==> config.mk <==
export PLATFORM = sky130hd
export DESIGN_NAME = dino_jump_ctrl
export DESIGN_NICKNAME = d
export VERILOG_FILES = /design/src/rtl/dino_jump_ctrl.sv
export SDC_FILE = /design/constraint.sdc
export NUM_CORES = 1
export LEC_CHECK = 0
export CAP_MARGIN = 0
export CORE_MARGIN = 3
export CORE_UTILIZATION = 55
export CTS_BUF_LIST = sky130_fd_sc_hd__clkbuf_8
export CTS_CLUSTER_SIZE = 40
export DETAILED_ROUTE_END_ITERATION = 10
export MAX_ROUTING_LAYER = met4
export PLACE_DENSITY = 0.77
export SYNTH_ARGS = -nofsm -noshare
export SYNTH_HDL_FRONTEND = slang
export SYNTH_SLANG_ARGS = --single-unit
==> constraint.sdc <==
create_clock -name clk -period 4 [get_ports clk]
set_input_delay 0.8 -clock clk [delete_from_list [all_inputs] [get_ports clk]]
set_output_delay 0.8 -clock clk [all_outputs]
set_load 0.02 [all_outputs]
==> src/rtl/dino_jump_ctrl.sv <==
// dino_jump_ctrl: tick-based dino jump physics with input sync, press detection and run animation
// Ports: clk, reset (async, active-high), controller_report[7:0] (raw; bit0 jump, bit5 duck),
//        game_over (sync) -> dino_y[10:0], airborne, run_frame, ducking, tick (physics pulse).
// Optional ducking pose is built when DINO_DUCK_EN is defined.
module dino_jump_ctrl #(
  parameter int GROUND_Y    = 348,
  parameter int MIN_Y       = 100,
  parameter int JUMP_V0     = 12,
  parameter int GRAVITY     = 1,
  parameter int MAX_FALL    = 16,
  parameter int TICK_CYCLES = 500000,
  parameter int RUN_DIV     = 8,
  parameter int DUCK_OFFSET = 16
) (
  input  logic        clk,
  input  logic        reset,
  input  logic [7:0]  controller_report,
  input  logic        game_over,
  output logic [10:0] dino_y,
  output logic        airborne,
  output logic        run_frame,
  output logic        ducking,
  output logic        tick
);
  localparam logic [1:0] GROUND = 2'd0, ASCEND = 2'd1, DESCEND = 2'd2;
  localparam int TW = $clog2(TICK_CYCLES + 1);
  localparam int RW = $clog2(RUN_DIV + 1);
  localparam logic [TW-1:0] TICK_LAST = TW'(TICK_CYCLES - 1);
  localparam logic [RW-1:0] RUN_LAST = RW'(RUN_DIV - 1);
  localparam logic [11:0] GY = 12'(GROUND_Y), MY = 12'(MIN_Y);
  localparam logic [5:0] V0 = 6'(JUMP_V0), GR = 6'(GRAVITY), MF = 6'(MAX_FALL);
  logic [1:0] jump_sync, state, state_n;
  logic jump_prev, jump_edge, pending, pending_n, game_over_q, replay, unused;
  logic [11:0] y, y_n;
  logic [5:0] vel, vel_n, fall_v;
  logic [6:0] fall_sum;
  logic [12:0] ceil_up, ceil_v0, land;
  logic [TW-1:0] tick_cnt;
  logic [RW-1:0] run_cnt;
  assign tick = (tick_cnt == TICK_LAST) & ~game_over;
  assign replay = game_over_q & ~game_over;
  assign jump_edge = jump_sync[1] & ~jump_prev;
  assign airborne = state != GROUND;
  // presses only count on the ground; pending survives until the next tick consumes it
  assign pending_n = ~game_over & ~replay & ((pending & ~tick) | (jump_edge & ~airborne & ~ducking));
`ifdef DINO_DUCK_EN
  logic [1:0] duck_sync;
  logic duck_q;
  always_ff @(posedge clk or posedge reset)
    if (reset) begin
      duck_sync <= '0;
      duck_q <= 1'b0;
    end else begin
      duck_sync <= {duck_sync[0], controller_report[5]};
      duck_q <= duck_sync[1];
    end
  assign ducking = duck_q & (state == GROUND);
  assign dino_y = y[10:0] + (ducking ? 11'(DUCK_OFFSET) : 11'd0);
  assign unused = ^{controller_report[7:6], controller_report[4:1], y[11]};
`else
  assign ducking = 1'b0;
  assign dino_y = y[10:0];
  assign unused = ^{controller_report[7:1], y[11], 32'(DUCK_OFFSET)};
`endif
  // ceiling tests compare y against MIN_Y + step so nothing ever underflows
  always_comb begin
    fall_sum = 7'(vel) + 7'(GR);
    fall_v = (fall_sum > 7'(MF)) ? MF : fall_sum[5:0];
    ceil_up = 13'(MY) + 13'(vel);
    ceil_v0 = 13'(MY) + 13'(V0);
    land = 13'(y) + 13'(fall_v);
    state_n = state;
    y_n = y;
    vel_n = vel;
    if (tick)
      case (state)
        GROUND:
          if (pending) begin
            if (13'(y) < ceil_v0) begin
              state_n = DESCEND;
              y_n = MY;
              vel_n = '0;
            end else begin
              y_n = y - 12'(V0);
              state_n = (V0 <= GR) ? DESCEND : ASCEND;
              vel_n = (V0 <= GR) ? 6'd0 : V0 - GR;
            end
          end
        ASCEND:
          if (13'(y) < ceil_up) begin
            state_n = DESCEND;
            y_n = MY;
            vel_n = '0;
          end else begin
            y_n = y - 12'(vel);
            state_n = (vel <= GR) ? DESCEND : ASCEND;
            vel_n = (vel <= GR) ? 6'd0 : vel - GR;
          end
        DESCEND:
          if (land >= 13'(GY)) begin
            state_n = GROUND;
            y_n = GY;
            vel_n = '0;
          end else begin
            y_n = land[11:0];
            vel_n = fall_v;
          end
        default: begin
          state_n = GROUND;
          y_n = GY;
          vel_n = '0;
        end
      endcase
  end
  always_ff @(posedge clk or posedge reset)
    if (reset) begin
      jump_sync <= '0;
      jump_prev <= 1'b0;
      game_over_q <= 1'b0;
      pending <= 1'b0;
      state <= GROUND;
      y <= GY;
      vel <= '0;
      tick_cnt <= '0;
      run_cnt <= '0;
      run_frame <= 1'b0;
    end else begin
      jump_sync <= {jump_sync[0], controller_report[0]};
      jump_prev <= jump_sync[1];
      game_over_q <= game_over;
      pending <= pending_n;
      if (game_over) begin
        tick_cnt <= '0;
      end else if (replay) begin
        state <= GROUND;
        y <= GY;
        vel <= '0;
        tick_cnt <= '0;
        run_cnt <= '0;
        run_frame <= 1'b0;
      end else begin
        tick_cnt <= tick ? '0 : tick_cnt + TW'(1);
        state <= state_n;
        y <= y_n;
        vel <= vel_n;
        if (tick && state == GROUND) begin
          run_cnt <= (run_cnt == RUN_LAST) ? '0 : run_cnt + RW'(1);
          run_frame <= run_frame ^ (run_cnt == RUN_LAST);
        end
      end
    end
endmodule

# Yosys cells after proc, flatten, opt, wreduce, memory -nomap -nowiden

Index checks and enable logic that the tools add are counted.

Register bits: 49
Output and inout bits: 15
Word-level logic and storage cells: 83

Add/sub/neg operators: 8
$lt $le $gt $ge: 5
Equality and inequality tests: 6
Multiplexer cells: 32
Bitwise gates (word level): 14
Reductions and logical operators: 8

Operators with widths:

| operator                                                        | number |
|---|---|
| 2-to-1 mux 12 bit                                               | 6 |
| 2-to-1 mux 19 bit                                               | 3 |
| 2-to-1 mux 6 bit                                                | 7 |
| one-hot mux 12 bit (3 select lines)                             | 1 |
| adder 19 x 1 -> 19 bit (second input constant)                  | 1 |
| equality test 19 bit (second input constant)                    | 1 |
| one-hot mux 6 bit (3 select lines)                              | 1 |
| 2-to-1 mux 4 bit                                                | 4 |
| 2-to-1 mux 2 bit                                                | 7 |
| adder 12 x 6 -> 13 bit                                          | 1 |
| >= comparator 13 x 9 -> 1 bit (second input constant)           | 1 |
| less-than comparator 12 x 7 -> 1 bit (second input constant)    | 1 |
| less-than comparator 12 x 8 -> 1 bit                            | 1 |
| subtractor 12 x 4 -> 12 bit (second input constant)             | 1 |
| subtractor 12 x 6 -> 12 bit                                     | 1 |
| adder 7 x 6 -> 8 bit (first input constant)                     | 1 |
| adder 6 x 1 -> 7 bit (second input constant)                    | 1 |
| AND 1 bit                                                       | 7 |
| greater-than comparator 7 x 5 -> 1 bit (second input constant)  | 1 |
| less-or-equal comparator 6 x 1 -> 1 bit (second input constant) | 1 |
| inequality test 3 bit (second input constant)                   | 2 |
| one-hot mux 2 bit (3 select lines)                              | 1 |
| nonzero test 2 bit                                              | 3 |
| subtractor 6 x 1 -> 6 bit (second input constant)               | 1 |
| other kinds (13)                                                | 18 |

# Depth between registers and ports, before layout

Gate-level depths: netlist (run 1).

Depth in word-level cells: 9
Mapped depth: 17

# Worst setup path after synthesis (run 1)

No wires, ideal clock.

Path kind: register to register
Start: register vel[0]
End: register y[7]
Setup time: 0.101 ns
Arrival time: 3.566 ns
Data required time: 3.899 ns
Setup slack: 0.333 ns
Stages on the path, launching flop included: 18
Buffers on the path: 1
Path through: dfrtp_1 ha_1 nand2_1 xnor2_1 or3_1 clkbuf_1 nor2_1 ha_1 inv_1 fa_1 nand3b_1 a21oi_1 o21ai_0 o2111ai_2 o2111ai_4 nor2_4 nand3_4 o311ai_2

Word-level cells in the longest chain between the ends: 9
Elaborated cells between the ends (all ways): 13
Those cells by class: 4 x add/sub; 3 x order compare; 6 x mux

Ends and longest elaborated chain:

| what                                    | RTL line | source |
|---|---|---|
| start, declared                         | 35       | `logic [5:0] vel, vel_n, fall_v;` |
| start signal, assigned                  | 145      | `vel <= vel_n;` |
| adder 6 x 1 -> 7 bit                    | 67       | `fall_sum = 7'(vel) + 7'(GR);` |
| greater-than comparator 7 x 5 -> 1 bit  | 68       | `fall_v = (fall_sum > 7'(MF)) ? MF : fall_sum[5:0];` |
| 2-to-1 mux 6 bit                        | 68       |  |
| adder 12 x 6 -> 13 bit                  | 71       | `land = 13'(y) + 13'(fall_v);` |
| >= comparator 13 x 9 -> 1 bit           | 100      | `if (land >= 13'(GY)) begin` |
| 2-to-1 mux 12 bit                       | 100      |  |
| one-hot mux 12 bit (3 select lines) (*) | 76       | `case (state)` |
| 2-to-1 mux 12 bit (*)                   | 75       | `if (tick)` |
| 2-to-1 mux 12 bit (*)                   | 134      | `end else if (replay) begin` |
| end signal, assigned                    | 144      | `y <= y_n;` |
| end, declared                           | 34       | `logic [11:0] y, y_n;` |

Mark *: on every way between the ends. The rest lies on a longest branch, timed or not. The select of a mux whose other input is x is not followed.
A chain may end at the register's enable or synchronous reset.

# Worst setup path in the final report (run 1)

Start: register vel[4]
End: register y[7]

Same word-level chain as after synthesis.

==> results of run 1 <==
==> through the flow <==
stage | worst slack (ps) | utilization (%) | cells | total power, mW
floorplan | 333.2 | - | 462 | 0.6696
global placement | 167.9 | 60.02 | 554 | 0.7055
detailed placement | 86.00 | 60.02 | 554 | 0.7109
CTS | 36.31 | 61.70 | 562 | 1.083
global route | 39.31 | 62.17 | 564 | 1.132
finish | 246.8 | 62.17 | 564 | 1.087
==> power breakdown <==
| group | internal (mW) | switching [mW] |
|---|---|---|
| logic | 0.0740 | 0.114 |
| registers | 0.506 | 0.0192 |
| clock network | 0.202 | 0.172 |
==> cells in the mapped netlist, drive strengths merged, types with 3 or more instances <==
cell type	instances	area (µm²)
dfstp	5	131.4
xnor2	17	148.9
a21o	4	30.03
o31ai	6	65.06
inv	25	93.84
nor3b	5	37.54
buf	20	131.4
nor3	19	116.4
a31oi	8	50.05
or3	8	50.05
and4	3	26.28
nand2	41	156.4
o2111ai	4	58.81
nand3	16	97.60
mux2i	3	30.03
nand4	8	50.05
o21ai	30	150.1
nand2b	10	62.56
a22oi	3	22.52
o211ai	4	35.03
o221ai	3	32.53
clkbuf	5	18.77
a21oi	30	157.7
a221oi	3	26.28
a211oi	6	57.56
dfrtp	44	1101
and3	4	25.02
nor2	51	198.9
xor2	17	148.9
nor2b	3	18.77
nor4	3	18.77
ha	28	350.3
==> routing by layer <==
layer | wire (µm) | share of wire (%)
met5 | 0 | 0
met2 | 4584 | 49
met3 | 438 | 4.7
met1 | 4117 | 44
met4 | 159 | 1.7
==> path summary, 6_finish.rpt <==
| kind | from | end | cells past startpoint |
|---|---|---|---|
| hold reg to reg | jump_sync[0] | jump_sync[1] | 0 |
| setup reg to reg | vel[4] | y[7] | 16 |
| setup / recovery | vel[4] | y[7] | 16 |
| min in group asynchronous | reset | vel[0] | 2 |
| hold / removal | jump_sync[0] | jump_sync[1] | 0 |
| max in group asynchronous | reset | vel[1] | 2 |
==> layout make-up <==
cell class              instances  area share (%)
clock buffers                   6           1.923
clock inverters                 2          0.7867
inverters                      25           2.185
multi-input cells             363           58.57
flip-flops and latches         49           28.73
well taps                      96           2.797
repair buffers                 23           5.012
==> registers in the layout, summed over array words and instances, names as in the netlist <==
register and count:
run_frame 1, pending 1, jump_sync 2, y 12, jump_prev 1, state 2
vel 6, run_cnt 4, game_over_q 1, tick_cnt 19
==> logic make-up after synthesis <==
| family | Yosys count |
|---|---|
| compound gates | 114 |
| xor+xnor | 34 |
| fa+ha+maj | 30 |
| buf+inv | 50 |
| flops | 49 |
| mux | 3 |
| other cells | 1 |
| simple gates | 180 |
==> what timing repair did <==
item,in CTS,in global routing
setup buffers,0,2
setup endpoints to repair,0,11
resized for setup,0,7
==> results.json, run 1 <==
{
  "grt_util_met1_pct": 30.55,
  "antenna_found_initial": 0,
  "rsz0062_at_grt": "no",
  "synth_compound_gate_area_share_pct": 20.83,
  "syn_inst": 461,
  "stdcell_area_um2": 4294,
  "wl_mm": 9.300,
  "rows": 30,
  "crit_buf_inv": 2,
  "drive_gt1_share_pct": 10.68,
  "clock_sinks": 49,
  "routedWlPerCell_um": 16.49,
  "via_per_inst": 6.165,
  "layout.nets": 508,
  "leakage_nw": 1.742,
  "max_freq_mhz": 266.4,
  "final.period_utilization_pct": 93.83,
  "async_flop_share_pct": 100.0,
  "fin_skew_ps": 14.69,
  "hold_path_class": "register to register",
  "htree_num_levels": 2,
  "peakVddDrop_mv": 0.2051,
  "multi_input_area_um2": 2515,
  "ys_ff_latch": 49,
  "first_pass_iters": 4,
  "pwr_density_cell_nw_per_um2": 253.0,
  "die_x_um": 90.98,
  "diodes": 0,
  "final.setup.tns_ps": 0,
  "start_util_pct": 57.50,
  "busiest_layer": "met2",
  "synthMuxAreaShare_pct": 0.7561,
  "hold_buffers": 0,
  "final_common_cell": "nor2_1",
  "final_hold_viol_count": 0,
  "clk_latency_ps": 310,
  "place.detailed.hpwl_mm": 6.740,
  "grt_overflow": 0,
  "area_growth_pct": 8.129,
  "cp_slowest_stage_delay_ps": 480,
  "dr.first_iter.drc_count": 260,
  "relSlewSlack_pct": 30.85,
  "vias": 3477,
  "cts_tree": "built",
  "syn-mean-instance-area_um2": 8.615,
  "synth_cell_type_count": 70,
  "grt_pass1_wl_mm": 15.60,
  "ys_seq_area_share_pct": 31.03,
  "die_y_um": 90.98,
  "first_global_vias": 3302,
  "use_met2_pct": 38.01,
  "crit_family": "compound AO/OA/AOI/OAI gates",
  "worst_pin_slew_ps": 1036,
  "regArea_um2": 1234,
  "port_buffers": 17,
  "cp_slowest_cell": "dfrtp_1",
  "status": "finished clean",
  "drtAntennaViolNets": 0,
  "drv_slew": 0,
  "place.gp.congestion": 0.9647,
  "endpoint_kind": "register",
  "synth_edf_count": 0,
  "setup_viol": 0,
  "die_area_um2": 8276,
  "cts_buffer_depth": 2,
  "track_usage_pct": 23.52,
  "coreArea_um2": 6907,
  "cp_cell_sequence": "inv_1, or3_1, o21ai_0, nand4_1, nand2_1, nand2_1, inv_1, ha_1, a211oi_4, o21ai_1, xor2_1, o2111ai_2, o2111ai_4, nor2_4, nand3_4, o311ai_2",
  "cp_max_fo": 7,
  "fin_crit_ps": 3753,
  "ys.flop_type": "dfrtp_1",
  "ioPinCount": 26,
  "fillers": 633,
  "clkTransAtPathRegs_ps": 100,
  "synth_top_family_by_area": "simple AND/OR/NAND/NOR gates",
  "layout_common_cells": "nor2_1 (50), dfrtp_1 (43), nand2_1 (40)",
  "hold_ws_ps": 384.8,
  "synthSimpleGateAreaFrac_pct": 23.82,
  "path_class": "register to register",
  "ctsRootBufferMaster": "clkbuf_8",
  "grt.met3_usage_pct": 3.811,
  "yosys.area_share.xor_xnor_pct": 7.498,
  "crit_required_ps": 4210,
  "syn_area_um2": 3971,
  "drc": 0,
  "numCtsBuffers": 5,
  "postPlaceCellArea_um2": 4145,
  "maxCapViolations": 0,
  "critPathLaunchType": "register",
  "grt_start_max_net_pins": 50,
  "synth.yosys.warnings": 0,
  "reg2reg_slack_ps": 250,
  "worstPathArrival_ps": 3970,
  "synth_adder_area_share_pct": 9.830
}
(Power assumes the default switching activity.)
==> inputs of run 2 (changes only) <==
--- a/config.mk
+++ b/config.mk
@@ -5,7 +5,7 @@
 export SDC_FILE = /design/constraint.sdc
 export NUM_CORES = 1
 export LEC_CHECK = 0
-export CAP_MARGIN = 0
+export CAP_MARGIN = 20
 export CORE_MARGIN = 3
 export CORE_UTILIZATION = 55
 export CTS_BUF_LIST = sky130_fd_sc_hd__clkbuf_8
@@ -13,6 +13,7 @@
 export DETAILED_ROUTE_END_ITERATION = 10
 export MAX_ROUTING_LAYER = met4
 export PLACE_DENSITY = 0.77
+export SKIP_CTS_REPAIR_TIMING = 1
 export SYNTH_ARGS = -nofsm -noshare
 export SYNTH_HDL_FRONTEND = slang
 export SYNTH_SLANG_ARGS = --single-unit
==> results.json, run 2 (synthesis gave the netlist of run 1 again) <==
{
  "status": "finished clean",
  "port_buffers": 17,
  "antenna_found_initial": 0,
  "hold_path_class": "register to register",
  "place.gp.congestion": 0.9647,
  "via_per_inst": 6.181,
  "dp_slack_ps": 86.00,
  "grt_pass1_wl_mm": 15.60,
  "worst_pin_slew_ps": 1035,
  "die_area_um2": 8276,
  "fin_crit_ps": 3762,
  "fin_cells": 565,
  "rsz0062_at_grt": "no",
  "largest_reg_flops": 19,
  "p_int_mw": 0.7833,
  "final.period_utilization_pct": 94.05,
  "drv_slew": 0,
  "cp_slowest_cell": "dfrtp_1",
  "reg_top3": "tick_cnt x19, y x12, vel x6",
  "p_clk_share_pct": 34.2,
  "stdcell_area_um2": 4314,
  "clkTransAtPathRegs_ps": 100,
  "first_pass_iters": 5,
  "path_class": "register to register",
  "wl_mm": 9.308,
  "power.switching_mw": 0.3058,
  "final_hold_viol_count": 0,
  "maxCapViolations": 0,
  "numCtsBuffers": 5,
  "dr.first_iter.drc_count": 256,
  "coreArea_um2": 6907,
  "cp_max_fo": 7,
  "peakVddDrop_mv": 0.2055,
  "diodes": 0,
  "hold_start": "jump_sync[0]",
  "place_inst": 554,
  "layout_common_cells": "nor2_1 (50), dfrtp_1 (43), nand2_1 (40)",
  "drtAntennaViolNets": 0,
  "rr_startpoint": "vel[4]",
  "leakage_nw": 1.751,
  "switching_share_pct": 28.08,
  "critPathLaunchType": "register",
  "place.detailed.hpwl_mm": 6.740,
  "pwr_density_cell_nw_per_um2": 252.5,
  "die_x_um": 90.98,
  "layout.nets": 509,
  "clock_sinks": 49,
  "ioPinCount": 26,
  "drive_gt1_share_pct": 10.87,
  "fin_skew_ps": 14.92,
  "drc": 0,
  "routedWlPerCell_um": 16.47,
  "grt_overflow": 0,
  "htree_num_levels": 2,
  "endpoint_kind": "register",
  "die_y_um": 90.98,
  "setup_slack_ps": 238.2,
  "final.setup.tns_ps": 0,
  "crit_required_ps": 4210,
  "power_frac_seq_pct": 48.2,
  "track_usage_pct": 23.52,
  "start_util_pct": 57.50,
  "cp_cell_sequence": "inv_1, or3_1, o21ai_0, nand4_1, nand2_1, nand2_1, inv_1, ha_1, a211oi_4, o21ai_1, xor2_1, o2111ai_2, o2111ai_4, nor2_4, nand3_4, o311ai_2",
  "vias": 3492,
  "ctsRootBufferMaster": "clkbuf_8",
  "setup_viol": 0,
  "cp_slowest_stage_delay_ps": 490,
  "final_common_cell": "nor2_1",
  "hold_ws_ps": 383.0,
  "rows": 30,
  "first_global_vias": 3302,
  "largest_register": "tick_cnt",
  "worstPathArrival_ps": 3970,
  "cts_buffer_depth": 2,
  "clk_latency_ps": 310,
  "p_comb_share_pct": 17.6,
  "cts_tree": "built",
  "startpoint": "vel[4]",
  "postPlaceCellArea_um2": 4145,
  "area_growth_pct": 8.633,
  "relSlewSlack_pct": 30.66,
  "grt_start_max_net_pins": 50,
  "max_freq_mhz": 265.8,
  "fillers": 631
}
-- run 2: cell count changes in the layout (fill, tap and decap cells not counted) --
cell,change
buf_12,+1
-- run 2: critical path: cells and delay by family, from the launching register on --
kind	cells	cell delay [ps]
buf+inv	2	250
simple gates	6	1060
xor+xnor	1	210
fa+ha+maj	1	250
flops	1	490
compound gates	6	1390
-- run 2: worst paths after layout --
| kind | endpoint | slack (ps) | cells past startpoint |
|---|---|---|---|
| max | y[7] | 240 | 16 |
| min | jump_sync[1] | 380 | 0 |
| max reg2reg | y[7] | 240 | 16 |
| min reg2reg | jump_sync[1] | 380 | 0 |
| max in group asynchronous | y[8] | 2780 | 3 |
| min in group asynchronous | vel[0] | 690 | 2 |
-- run 2: through the flow --
stage	util [%]	total power [mW]
5_1_grt	62.46	1.135
2_1_floorplan	-	0.6696
3_5_place_dp	60.02	0.7109
6_report	62.46	1.089
3_3_place_gp	60.02	0.7055
4_1_cts	61.70	1.083
-- run 2: power groups by stage --
| stage | Clock, mW | Sequential [mW] | Combinational (mW) |
|---|---|---|---|
| after floorplan | 0 | 0.520 | 0.149 |
| after global placement | 0 | 0.533 | 0.173 |
| after detailed placement | 0 | 0.534 | 0.177 |
| after CTS | 0.380 | 0.524 | 0.178 |
| after global routing | 0.400 | 0.526 | 0.208 |
| final | 0.373 | 0.525 | 0.192 |
-- run 2: layer usage --
metal / vias up / GRT usage [%] / wire length [µm]
met3: 17 / 3.811 / 427
met2: 111 / 38.01 / 4611
met1: 1705 / 30.55 / 4129
li1: 1659 / - / -
met5: - / - / 0
met4: 0 / 7.035 / 139
-- run 2: cell type report --
type	count	area, µm²	share of cell area [%]
repair buffers	24	235.2	5.452
inverters	25	93.84	2.175
well taps	96	120.1	2.784
multi-input cells	363	2515	58.29
clock inverters	2	33.78	0.7831
clock buffers	6	82.58	1.914
flip-flops and latches	49	1234	28.60
==> inputs of run 3 (changes only) <==
--- a/config.mk
+++ b/config.mk
@@ -7,12 +7,14 @@
 export LEC_CHECK = 0
 export CAP_MARGIN = 20
 export CORE_MARGIN = 3
-export CORE_UTILIZATION = 55
+export CORE_UTILIZATION = 45
 export CTS_BUF_LIST = sky130_fd_sc_hd__clkbuf_8
 export CTS_CLUSTER_SIZE = 40
 export DETAILED_ROUTE_END_ITERATION = 10
+export DONT_BUFFER_PORTS = 1
+export HOLD_SLACK_MARGIN = 0.06
 export MAX_ROUTING_LAYER = met4
-export PLACE_DENSITY = 0.77
+export PLACE_DENSITY = 0.62
 export SKIP_CTS_REPAIR_TIMING = 1
 export SYNTH_ARGS = -nofsm -noshare
 export SYNTH_HDL_FRONTEND = slang
==> results.json, run 3 (synthesis gave the netlist of run 1 again) <==
{
  "status": "finished clean",
  "setup_viol": 0,
  "crit_buf_inv": 2,
  "crit_family": "compound AO/OA/AOI/OAI gates",
  "clk_latency_ps": 310,
  "htree_num_levels": 2,
  "port_buffers": 0,
  "relSlewSlack_pct": 43.80,
  "grt_overflow": 0,
  "place_inst": 551,
  "track_usage_pct": 20.96,
  "start_util_pct": 47.38,
  "grt_start_max_net_pins": 50,
  "fin_cells": 562,
  "routedWlPerCell_um": 17.09,
  "fin_skew_ps": 4.283,
  "clkTransAtPathRegs_ps": 100,
  "setup_slack_ps": 185.0,
  "fillers": 802,
  "die_y_um": 99.94,
  "grt_pass1_wl_mm": 16.40,
  "cp_slowest_stage_delay_ps": 420,
  "rows": 33,
  "diodes": 0,
  "largest_register": "tick_cnt",
  "maxCapViolations": 0,
  "stdcell_area_um2": 4172,
  "cp_common_cell": "a21o_1",
  "r2r_cells": 17,
  "vias": 3339,
  "worst_pin_slew_ps": 839.9,
  "regArea_um2": 1234,
  "cp.depth": 17,
  "leakage_nw": 1.700,
  "p_total_mw": 1.039,
  "postPlaceCellArea_um2": 4024,
  "largest_reg_flops": 19,
  "rr_startpoint": "vel[3]",
  "drv_slew": 0,
  "max_freq_mhz": 262.1,
  "first_pass_iters": 5,
  "ctsRootBufferMaster": "clkbuf_8",
  "drive_gt1_share_pct": 12.04,
  "drc": 0,
  "fin_crit_ps": 3815,
  "hold_path_class": "input pin to async pin",
  "numCtsBuffers": 5,
  "antenna_found_initial": 0,
  "layout.nets": 497,
  "cts_buffer_depth": 2,
  "path_class": "register to register",
  "via_per_inst": 5.941,
  "reg2reg_slack_ps": 180,
  "coreArea_um2": 8382,
  "cts_tree": "built",
  "critPathLaunchType": "register",
  "area_growth_pct": 5.041,
  "multi_input_area_um2": 2510,
  "reg_top3": "tick_cnt x19, y x12, vel x6",
  "hold_ws_ps": 307.8,
  "final_hold_viol_count": 0,
  "startpoint": "vel[3]",
  "place.gp.congestion": 0.9296,
  "crit_required_ps": 4190,
  "clock_sinks": 49,
  "wl_mm": 9.606,
  "drtAntennaViolNets": 0,
  "die_x_um": 99.94,
  "endpoint_kind": "register",
  "worst_r2r_endpoint": "y[1]",
  "cp_cell_sequence": "ha_1, nand2_1, xnor2_1, or3_4, nor2_1, ha_2, inv_1, fa_1, nand3b_1, a21o_1, a21o_1, a41o_1, o2111ai_4, nor2_4, buf_4, a221oi_1, a211oi_1",
  "worstPathArrival_ps": 4010,
  "pwr_density_cell_nw_per_um2": 249.1,
  "final.period_utilization_pct": 95.38,
  "dp_slack_ps": 62.44,
  "cp_max_fo": 5,
  "final_core_util_pct": 49.77,
  "layout_common_cells": "nor2_1 (50), dfrtp_1 (43), nand2_1 (40)",
  "first_global_vias": 3255,
  "dr.first_iter.drc_count": 214,
  "peakVddDrop_mv": 0.2296,
  "final_common_cell": "nor2_1",
  "cp_slowest_cell": "fa_1",
  "die_area_um2": 9988,
  "final.setup.tns_ps": 0,
  "ioPinCount": 26,
  "place.detailed.hpwl_mm": 6.976
}
==> run 3: final cells by class <==
cell class	count	share of cell area, %
Clock inverter	2	0.4199
Timing Repair Buffer	12	2.459
Clock buffer	6	1.980
Inverter	25	2.250
Tap cell	105	3.149
Sequential cell	49	29.57
Multi-Input combinational cell	363	60.17
==> run 3: routing by layer <==
layer  track usage (%)  vias to the layer above  share of wire, %
li1                  -                     1632                 -
met1             30.33                     1597                49
met2             30.12                       93                44
met3             3.266                       17               5.7
met4             6.408                        0               1.5
met5                 -                        -                 0
==> run 3: worst register-to-register path, cell delays in order, from the launching register on <==
cell and delay, ps:
dfrtp_2 410, ha_1 210, nand2_1 80, xnor2_1 130
or3_4 370, nor2_1 130, ha_2 240, inv_1 60
fa_1 420, nand3b_1 260, a21o_1 220, a21o_1 170
a41o_1 280, o2111ai_4 160, nor2_4 80, buf_4 150
a221oi_1 240, a211oi_1 80
==> run 3: power breakdown <==
part / switching, mW / leakage, nW / internal, mW / total [mW]
clock network: 0.189 / 0.0518 / 0.144 / 0.333
logic: 0.109 / 0.994 / 0.0686 / 0.177
registers: 0.0233 / 0.655 / 0.506 / 0.529
total: 0.321 / 1.70 / 0.718 / 1.04
==> run 3: how the worst max path moves through the flow <==
stage,end
2_1_floorplan,y[7]
3_3_place_gp,y[7]
3_5_place_dp,vel[2]
4_1_cts,vel[2]
5_1_grt,y[1]
6_report,y[1]
